**src/rtl/ps2_scancode_decoder.sv**
```systemverilog
// PS/2 scancode decoder.
// Turns the raw byte stream from a PS/2 controller into make/break key events.
// E0 (extended) and F0 (break) prefixes are folded into each event. A repeated
// make of the held key (typematic repeat) is suppressed. Events are queued in a
// 4-entry first-word fall-through FIFO.
//
// Ports:
//   CLOCK_50          in   clock, rising edge
//   reset             in   asynchronous active-high reset
//   received_data     in   [7:0] scancode byte
//   received_data_en  in   one-cycle strobe qualifying received_data
//   evt_valid         out  FIFO non-empty
//   evt_ready         in   consumer accepts the head event
//   evt_code          out  [7:0] head scancode (0 when empty)
//   evt_ext           out  head carried an E0 prefix
//   evt_release       out  head is a break
//   fifo_count        out  [2:0] queued events, 0..4
//   overflow          out  sticky: an event was dropped on a full FIFO
//
// state    | meaning
// IDLE     | no prefix pending
// GOT_E0   | E0 seen, waiting for code or F0
// GOT_F0   | F0 seen, next byte is a break code
// GOT_E0F0 | E0 F0 seen, next byte is an extended break code
module ps2_scancode_decoder (
  input  logic       CLOCK_50,
  input  logic       reset,
  input  logic [7:0] received_data,
  input  logic       received_data_en,
  output logic       evt_valid,
  input  logic       evt_ready,
  output logic [7:0] evt_code,
  output logic       evt_ext,
  output logic       evt_release,
  output logic [2:0] fifo_count,
  output logic       overflow
);

  typedef enum logic [1:0] {IDLE, GOT_E0, GOT_F0, GOT_E0F0} state_t;

  state_t      r_state;
  state_t      w_state_nxt;
  logic        w_emit;
  logic        w_emit_ext;
  logic        w_emit_rel;
  logic        w_noise;
  logic        w_is_e0;
  logic        w_is_f0;

  logic        r_held_valid;
  logic        r_held_ext;
  logic [7:0]  r_held_code;
  logic        w_key_match;
  logic        w_push;

  logic [9:0]  r_mem [4];
  logic [1:0]  r_wr_ptr;
  logic [1:0]  r_rd_ptr;
  logic [2:0]  r_count;
  logic        r_overflow;
  logic        w_pop;
  logic        w_full;
  logic        w_wr;
  logic [9:0]  w_head;

  assign w_is_e0 = (received_data == 8'hE0);
  assign w_is_f0 = (received_data == 8'hF0);

  // Controller status/response bytes that are never key codes when unprefixed.
  always_comb begin
    w_noise = 1'b0;
    case (received_data)
      8'h00, 8'hAA, 8'hEE, 8'hFA, 8'hFC, 8'hFE, 8'hFF: w_noise = 1'b1;
      default:                                          w_noise = 1'b0;
    endcase
  end

  always_ff @(posedge CLOCK_50 or posedge reset) begin
    if (reset) r_state <= IDLE;
    else       r_state <= w_state_nxt;
  end

  always_comb begin
    w_state_nxt = r_state;
    w_emit      = 1'b0;
    w_emit_ext  = 1'b0;
    w_emit_rel  = 1'b0;
    if (received_data_en) begin
      case (r_state)
        IDLE: begin
          if (w_is_e0)       w_state_nxt = GOT_E0;
          else if (w_is_f0)  w_state_nxt = GOT_F0;
          else if (!w_noise) w_emit      = 1'b1;
        end
        GOT_E0: begin
          if (w_is_f0)       w_state_nxt = GOT_E0F0;
          else if (!w_is_e0) begin
            w_emit      = 1'b1;
            w_emit_ext  = 1'b1;
            w_state_nxt = IDLE;
          end
        end
        GOT_F0: begin
          w_state_nxt = IDLE;
          if (!w_is_e0 && !w_is_f0) begin
            w_emit     = 1'b1;
            w_emit_rel = 1'b1;
          end
        end
        GOT_E0F0: begin
          w_state_nxt = IDLE;
          if (!w_is_e0 && !w_is_f0) begin
            w_emit     = 1'b1;
            w_emit_ext = 1'b1;
            w_emit_rel = 1'b1;
          end
        end
        default: w_state_nxt = IDLE;
      endcase
    end
  end

  // Typematic repeat: a make of the key already held down is not re-queued.
  assign w_key_match = (r_held_ext == w_emit_ext) && (r_held_code == received_data);
  assign w_push      = w_emit && (w_emit_rel || !(r_held_valid && w_key_match));

  always_ff @(posedge CLOCK_50 or posedge reset) begin
    if (reset) begin
      r_held_valid <= 1'b0;
      r_held_ext   <= 1'b0;
      r_held_code  <= 8'h00;
    end else if (w_emit) begin
      if (!w_emit_rel && !(r_held_valid && w_key_match)) begin
        r_held_valid <= 1'b1;
        r_held_ext   <= w_emit_ext;
        r_held_code  <= received_data;
      end else if (w_emit_rel && w_key_match) begin
        r_held_valid <= 1'b0;
      end
    end
  end

  // A full FIFO still accepts a push when the head leaves in the same cycle.
  assign w_pop  = evt_valid && evt_ready;
  assign w_full = (r_count == 3'd4);
  assign w_wr   = w_push && (!w_full || w_pop);

  always_ff @(posedge CLOCK_50 or posedge reset) begin
    if (reset) begin
      for (int i = 0; i < 4; i++) r_mem[i] <= 10'd0;
      r_wr_ptr   <= 2'd0;
      r_rd_ptr   <= 2'd0;
      r_count    <= 3'd0;
      r_overflow <= 1'b0;
    end else begin
      if (w_wr) begin
        r_mem[r_wr_ptr] <= {w_emit_ext, w_emit_rel, received_data};
        r_wr_ptr        <= r_wr_ptr + 2'd1;
      end
      if (w_pop) r_rd_ptr <= r_rd_ptr + 2'd1;
      case ({w_wr, w_pop})
        2'b10:   r_count <= r_count + 3'd1;
        2'b01:   r_count <= r_count - 3'd1;
        default: r_count <= r_count;
      endcase
      if (w_push && w_full && !w_pop) r_overflow <= 1'b1;
    end
  end

  assign w_head      = r_mem[r_rd_ptr];
  assign evt_valid   = (r_count != 3'd0);
  assign evt_code    = evt_valid ? w_head[7:0] : 8'h00;
  assign evt_release = evt_valid & w_head[8];
  assign evt_ext     = evt_valid & w_head[9];
  assign fifo_count  = r_count;
  assign overflow    = r_overflow;

endmodule

```
**config.mk**
```make
export PLATFORM = sky130hd
export DESIGN_NAME = ps2_scancode_decoder
export DESIGN_NICKNAME = d
export VERILOG_FILES = /design/src/rtl/ps2_scancode_decoder.sv
export SDC_FILE = /design/constraint.sdc
export NUM_CORES = 1
export LEC_CHECK = 0
export CORE_AREA = 2 2 75 77
export DETAILED_ROUTE_END_ITERATION = 10
export DIE_AREA = 0 0 77 79
export DONT_BUFFER_PORTS = 1
export PLACE_DENSITY_LB_ADDON = 0.05
export SLEW_MARGIN = 5
export SYNTH_ARGS = -nofsm -noshare
export SYNTH_HDL_FRONTEND = slang
export SYNTH_SLANG_ARGS = --single-unit
```
**constraint.sdc**
```tcl
create_clock -name CLOCK_50 -period 5.35 [get_ports CLOCK_50]
set_input_delay 1.07 -clock CLOCK_50 [delete_from_list [all_inputs] [get_ports CLOCK_50]]
set_output_delay 1.07 -clock CLOCK_50 [all_outputs]
set_load 0.02 [all_outputs]
```
Word-level counts from Yosys, hierarchy flattened

Index checks and enable logic that the tools add are counted.

Add/sub/neg operators: 4
Multipliers: 0
Divide/modulo/power cells: 0
Magnitude comparators: 3
Equality and inequality tests: 18
Shift operators: 0
Multiplexer cells: 28
Bitwise gates (word level): 4
Reductions and logical operators: 29

Operators by type and width:

| kind                  | count |
|---|---|
| $eq A8 B8 Y1 const B  | 8 |
| $bwmux W40            | 1 |
| $mux W10              | 3 |
| $bmux W10 S2          | 1 |
| $demux W10 S2         | 1 |
| $mux W1               | 13 |
| $logic_and A1 B1 Y1   | 11 |
| $eq A8 B8 Y1          | 1 |
| $logic_not A8 Y1      | 1 |
| $mux W2               | 4 |
| $mux W8               | 1 |
| $reduce_or A7 Y1      | 1 |
| $eq A2 B2 Y1 const B  | 3 |
| $ge A3 B3 Y1 const B  | 2 |
| $logic_not A1 Y1      | 6 |
| $ne A3 B3 Y1 const B  | 2 |
| $not A2 Y3            | 2 |
| $pmux W2 S3           | 1 |
| $pmux W3 S2           | 1 |
| $add A2 B1 Y2 const B | 2 |
| $eq A2 B1 Y1 const B  | 2 |
| $reduce_and A2 Y1     | 2 |
| $reduce_bool A2 Y1    | 2 |
| $add A3 B1 Y3 const B | 1 |
| other kinds (12)      | 14 |

Flip-flop bits (word level): 60
Latch bits: 0
Bits in writable memories: 0
ROM bits: 0
Input port bits: 12
Word-level logic and storage cells: 98
Memories kept: 0

Longest topological paths before layout

Depth in word-level cells: 15
Depth in mapped cells: 13
Gate-level depth less buffers: 12

Worst setup path after synthesis

OpenSTA, ideal clock, no wires.

Kind: in2reg
Start point: in received_data[3]
End point: reg r_count[2] (netlist: fifo_count[2])
Library setup time: 80 ps
Data arrival time: 3401 ps
Path slack: 1870 ps
Cell stages on the path: 12
Buffers on the path: 0
Cells stage by stage: or3_1 -> a31oi_1 -> a31oi_1 -> o311ai_4 -> nor3_1 -> inv_1 -> ha_1 -> inv_1 -> fa_1 -> xor2_1 -> nor2_1 -> xor2_1

Word-level cells in the longest chain between the ends: 15
Elaborated cells on any way between the ends: 38

RTL lines:

| element                                                               | line | RTL |
|---|---|---|
| start, declared                                                       | 28   | `input logic [7:0] received_data,` |
| parallel branches: the longest is 11 deep, another holds $eq A8 B8 Y1 | n/a  |  |
| $logic_and A1 B1 Y1 (*)                                               | 125  | `assign w_push = w_emit && (w_emit_rel \|\| !(r_held_valid && w_key_match));` |
| $logic_and A1 B1 Y1 (*)                                               | 146  | `assign w_wr = w_push && (!w_full \|\| w_pop);` |
| $eq A2 B1 Y1 / $eq A2 B2 Y1 (equally long branches)                   | 161  | `case ({w_wr, w_pop})` |
| $pmux W3 S2 / $reduce_bool A2 Y1 (equally long branches)              | n/a  |  |
| end signal, assigned                                                  | 162  | `2'b10: r_count <= r_count + 3'd1;` |
| end signal, assigned                                                  | 163  | `2'b01: r_count <= r_count - 3'd1;` |
| end signal, assigned                                                  | 164  | `default: r_count <= r_count;` |
| end, declared                                                         | 59   | `logic [2:0] r_count;` |

Mark *: on every way between the ends.
A chain may end at the register's enable or synchronous reset.

Worst setup path after layout

Same ends and word-level chain as after synthesis.

==> flow_summary.yaml <==
floorplan:
  coreArea_um2: 5338
  rows: 27
  die_x_um: 77
  ioPinCount: 27
  die_h_um: 79
  start_util: 0.6191
  die_area_um2: 6083
power_and_ir_drop:
  powerDensity_nw_per_um2: 601.4
  ir_drop_mv: 0.3004
  leakage_uw: 0.001555
  total_power_uw: 2126
synth:
  synth_seq_cells: 60
  synth_area_per_cell_um2: 14.43
  synth_fp_nets: 247
  seq_area_frac_synth: 0.4544
  synthTopCellsByArea: "dfrtp_1, mux2_4, mux4_2"
  netlist_instances: 229
  ys_async_sr_fraction: 1.000
  ys.flop_type: "dfrtp_1"
  synth_edf_count: 0
  synth_cell_types: 42
  synth_top_area_cell: "dfrtp_1"
  yosys_warnings: 0
  synth.cell_area_um2: 3304
  synth.top_cell.area_share: 0.4544
global_routing:
  grt_pass1_wl_mm: 9.791
  grt-ovfl-total: 0
  grt_pass1_vias: 1960
  antenna_found_initial: 0
  grt_start_max_net_pins: 61
  track_usage: 0.2148
setup_path:
  crit_chain: "or3_1 -> a31oi_1 -> a31oi_1 -> o311ai_4 -> nor3_1 -> inv_1 -> ha_1 -> inv_1 -> fa_1 -> xor2_1 -> nor2_1 -> xor2_1"
  reg2reg_slack_ns: 2.52
  cp_slowest_cell: "o311ai_4"
  start_kind: "input port"
  crit_required_ns: 5.60
  critical_path_arrival_ns: 3.55
  slowest_delay_ns: 0.54
  crit_path_max_fanout: 11
  setup.worst_path.class: "in2reg"
  endpoint_kind: "flop"
status:
  status: "finished clean"
drt:
  viasPerCell: 5.801
  routed_wl_mm: 5.794
  firstDrtPassIters: 4
  vias: 1781
  drt-initial-drc-count: 98
  drc_errors: 0
  avgRoutedWirePerCell_um: 18.87
  ant_nets: 0
flow_run:
  cap_violations: 0
finish:
  area_growth_pct: 7.005
  drive_gt1_frac: 0.4000
  antenna_cells: 0
  fin_nets: 248
  final_cell_mix: "dfrtp_1, mux2_4, xor2_1, and2_1"
  final_area_um2: 3536
  final_common_cell: "dfrtp_1"
sta:
  fin_crit_ns: 3.303
  worst_slew_pin_slew_ns: 0.7552
  slew_violations: 0
  rsz0062_at_grt: "no"
  setup_violations: 0
  finalCritPeriodShare: 0.6174
  fin_setup_tns_ns: 0
  fmax_mhz: 302.8
  finalHoldViolations: 0
  max-slew-margin-rel: 0.4966
  finClkSkew_ns: 0.007367
placed_design:
  place_area_um2: 3264
  dp_hpwl_mm: 3.986
  place.gp.congestion: 0.8980
  port_buffers: 0
clocking:
  postCtsSetupRepairBufs: 0
  cts_hold_buf: 0
  ctsResizeCount: 0
  clkSlewWorstSetupHoldPaths_ns: 0.06
  root_buffer: "clkbuf_8"
  cts_buffers: 9
  cts_buffer_depth: 2
  clk_latency_ns: 0.33
  h-tree-depth: 3
  cts_tree: "built"
  clock_sinks: 60
hold_path:
  worstHoldPathType: "reg2reg"
-- power by group --
part / switching, µW / internal (µW)
registers: 174 / 634
logic: 318 / 455
clock network: 176 / 370
-- registers in the layout (all words and copies together), names as in the netlist --
signal and flops:
fifo_count 3, overflow 1, r_held_code 8, r_held_ext 1, r_held_valid 1, r_mem 40
r_rd_ptr 2, r_state 2, r_wr_ptr 2
-- synth_stat cells (2+ instances only) --
master	instances
clkbuf_1	2
and3_1	2
mux2_2	10
nor2_1	7
xnor2_1	3
and2_1	11
xor2_1	11
clkbuf_8	7
o21ai_0	2
mux2_4	40
mux4_2	10
a31oi_1	3
ha_1	5
inv_1	10
nor3_1	2
buf_6	4
nand2_1	5
dfrtp_1	60
or3_1	2
o22ai_1	2
nor4b_2	4
a21oi_1	3
nand3_1	5
-- stage by stage --
step	utilization	cells	hold slack, ns	setup WS (ns)
finish	0.6624	307	0.5056	2.047
global route	0.6624	307	0.5235	1.833
CTS	0.6624	307	0.5081	2.054
detailed placement	0.6116	291	0.4905	1.715
global placement	0.6116	291	0.4898	1.812
floorplan	-	229	0.4764	1.870
-- kinds of logic after synthesis --
kind of cell,synth area share
XOR/XNOR,0.03711
flip-flops,0.4544
AND/OR/NAND/NOR,0.09315
AO/OA/AOI/OAI,0.03900
buffers and inverters,0.06437
adder cells (fa/ha/maj),0.02499
multiplexers,0.2870
-- metal layers --
layer / track usage / vias to the layer above / share of wire / wire, µm
met5: 0 / - / 0 / 0
met1: 0.2785 / 911 / 0.45 / 2623
li1: - / 819 / - / -
met2: 0.3605 / 42 / 0.50 / 2888
met4: 0.08750 / 0 / 0.0093 / 54
met3: 0.03977 / 9 / 0.039 / 228
-- worst paths after layout --
path / start / end / cells after the start
max in group asynchronous: reset / r_mem[37]$_DFFE_PP0P_ / 2
hold / removal: r_mem[14]$_DFFE_PP0P_ / r_mem[14]$_DFFE_PP0P_ / 1
hold reg to reg: r_mem[14]$_DFFE_PP0P_ / r_mem[14]$_DFFE_PP0P_ / 1
min in group asynchronous: reset / r_mem[29]$_DFFE_PP0P_ / 2
setup reg to reg: r_held_code[0]$_DFFE_PP0P_ / fifo_count[2]$_DFFE_PP0P_ / 12
setup / recovery: received_data[3] / fifo_count[2]$_DFFE_PP0P_ / 12
-- area by class of cell --
class	count	area, µm²
Clock buffer	10	137.6
Timing Repair Buffer	6	45.04
Tap cell	72	90.09
Sequential cell	60	1501
Fill cell	399	1802
Multi-Input combinational cell	143	1590
Clock inverter	6	133.9
Inverter	10	37.54
-- worst max-delay path, delay by kind of cell --
kind	cells	cell delay (ns)
AOI/OAI and AO/OA	3	0.82
and+or+nand+nor	3	0.67
adders and majority gates	2	0.54
xor gates and xnor gates	2	0.30
buffers and inverters	2	0.15
No activity file was read; power rests on OpenSTA's default activity.
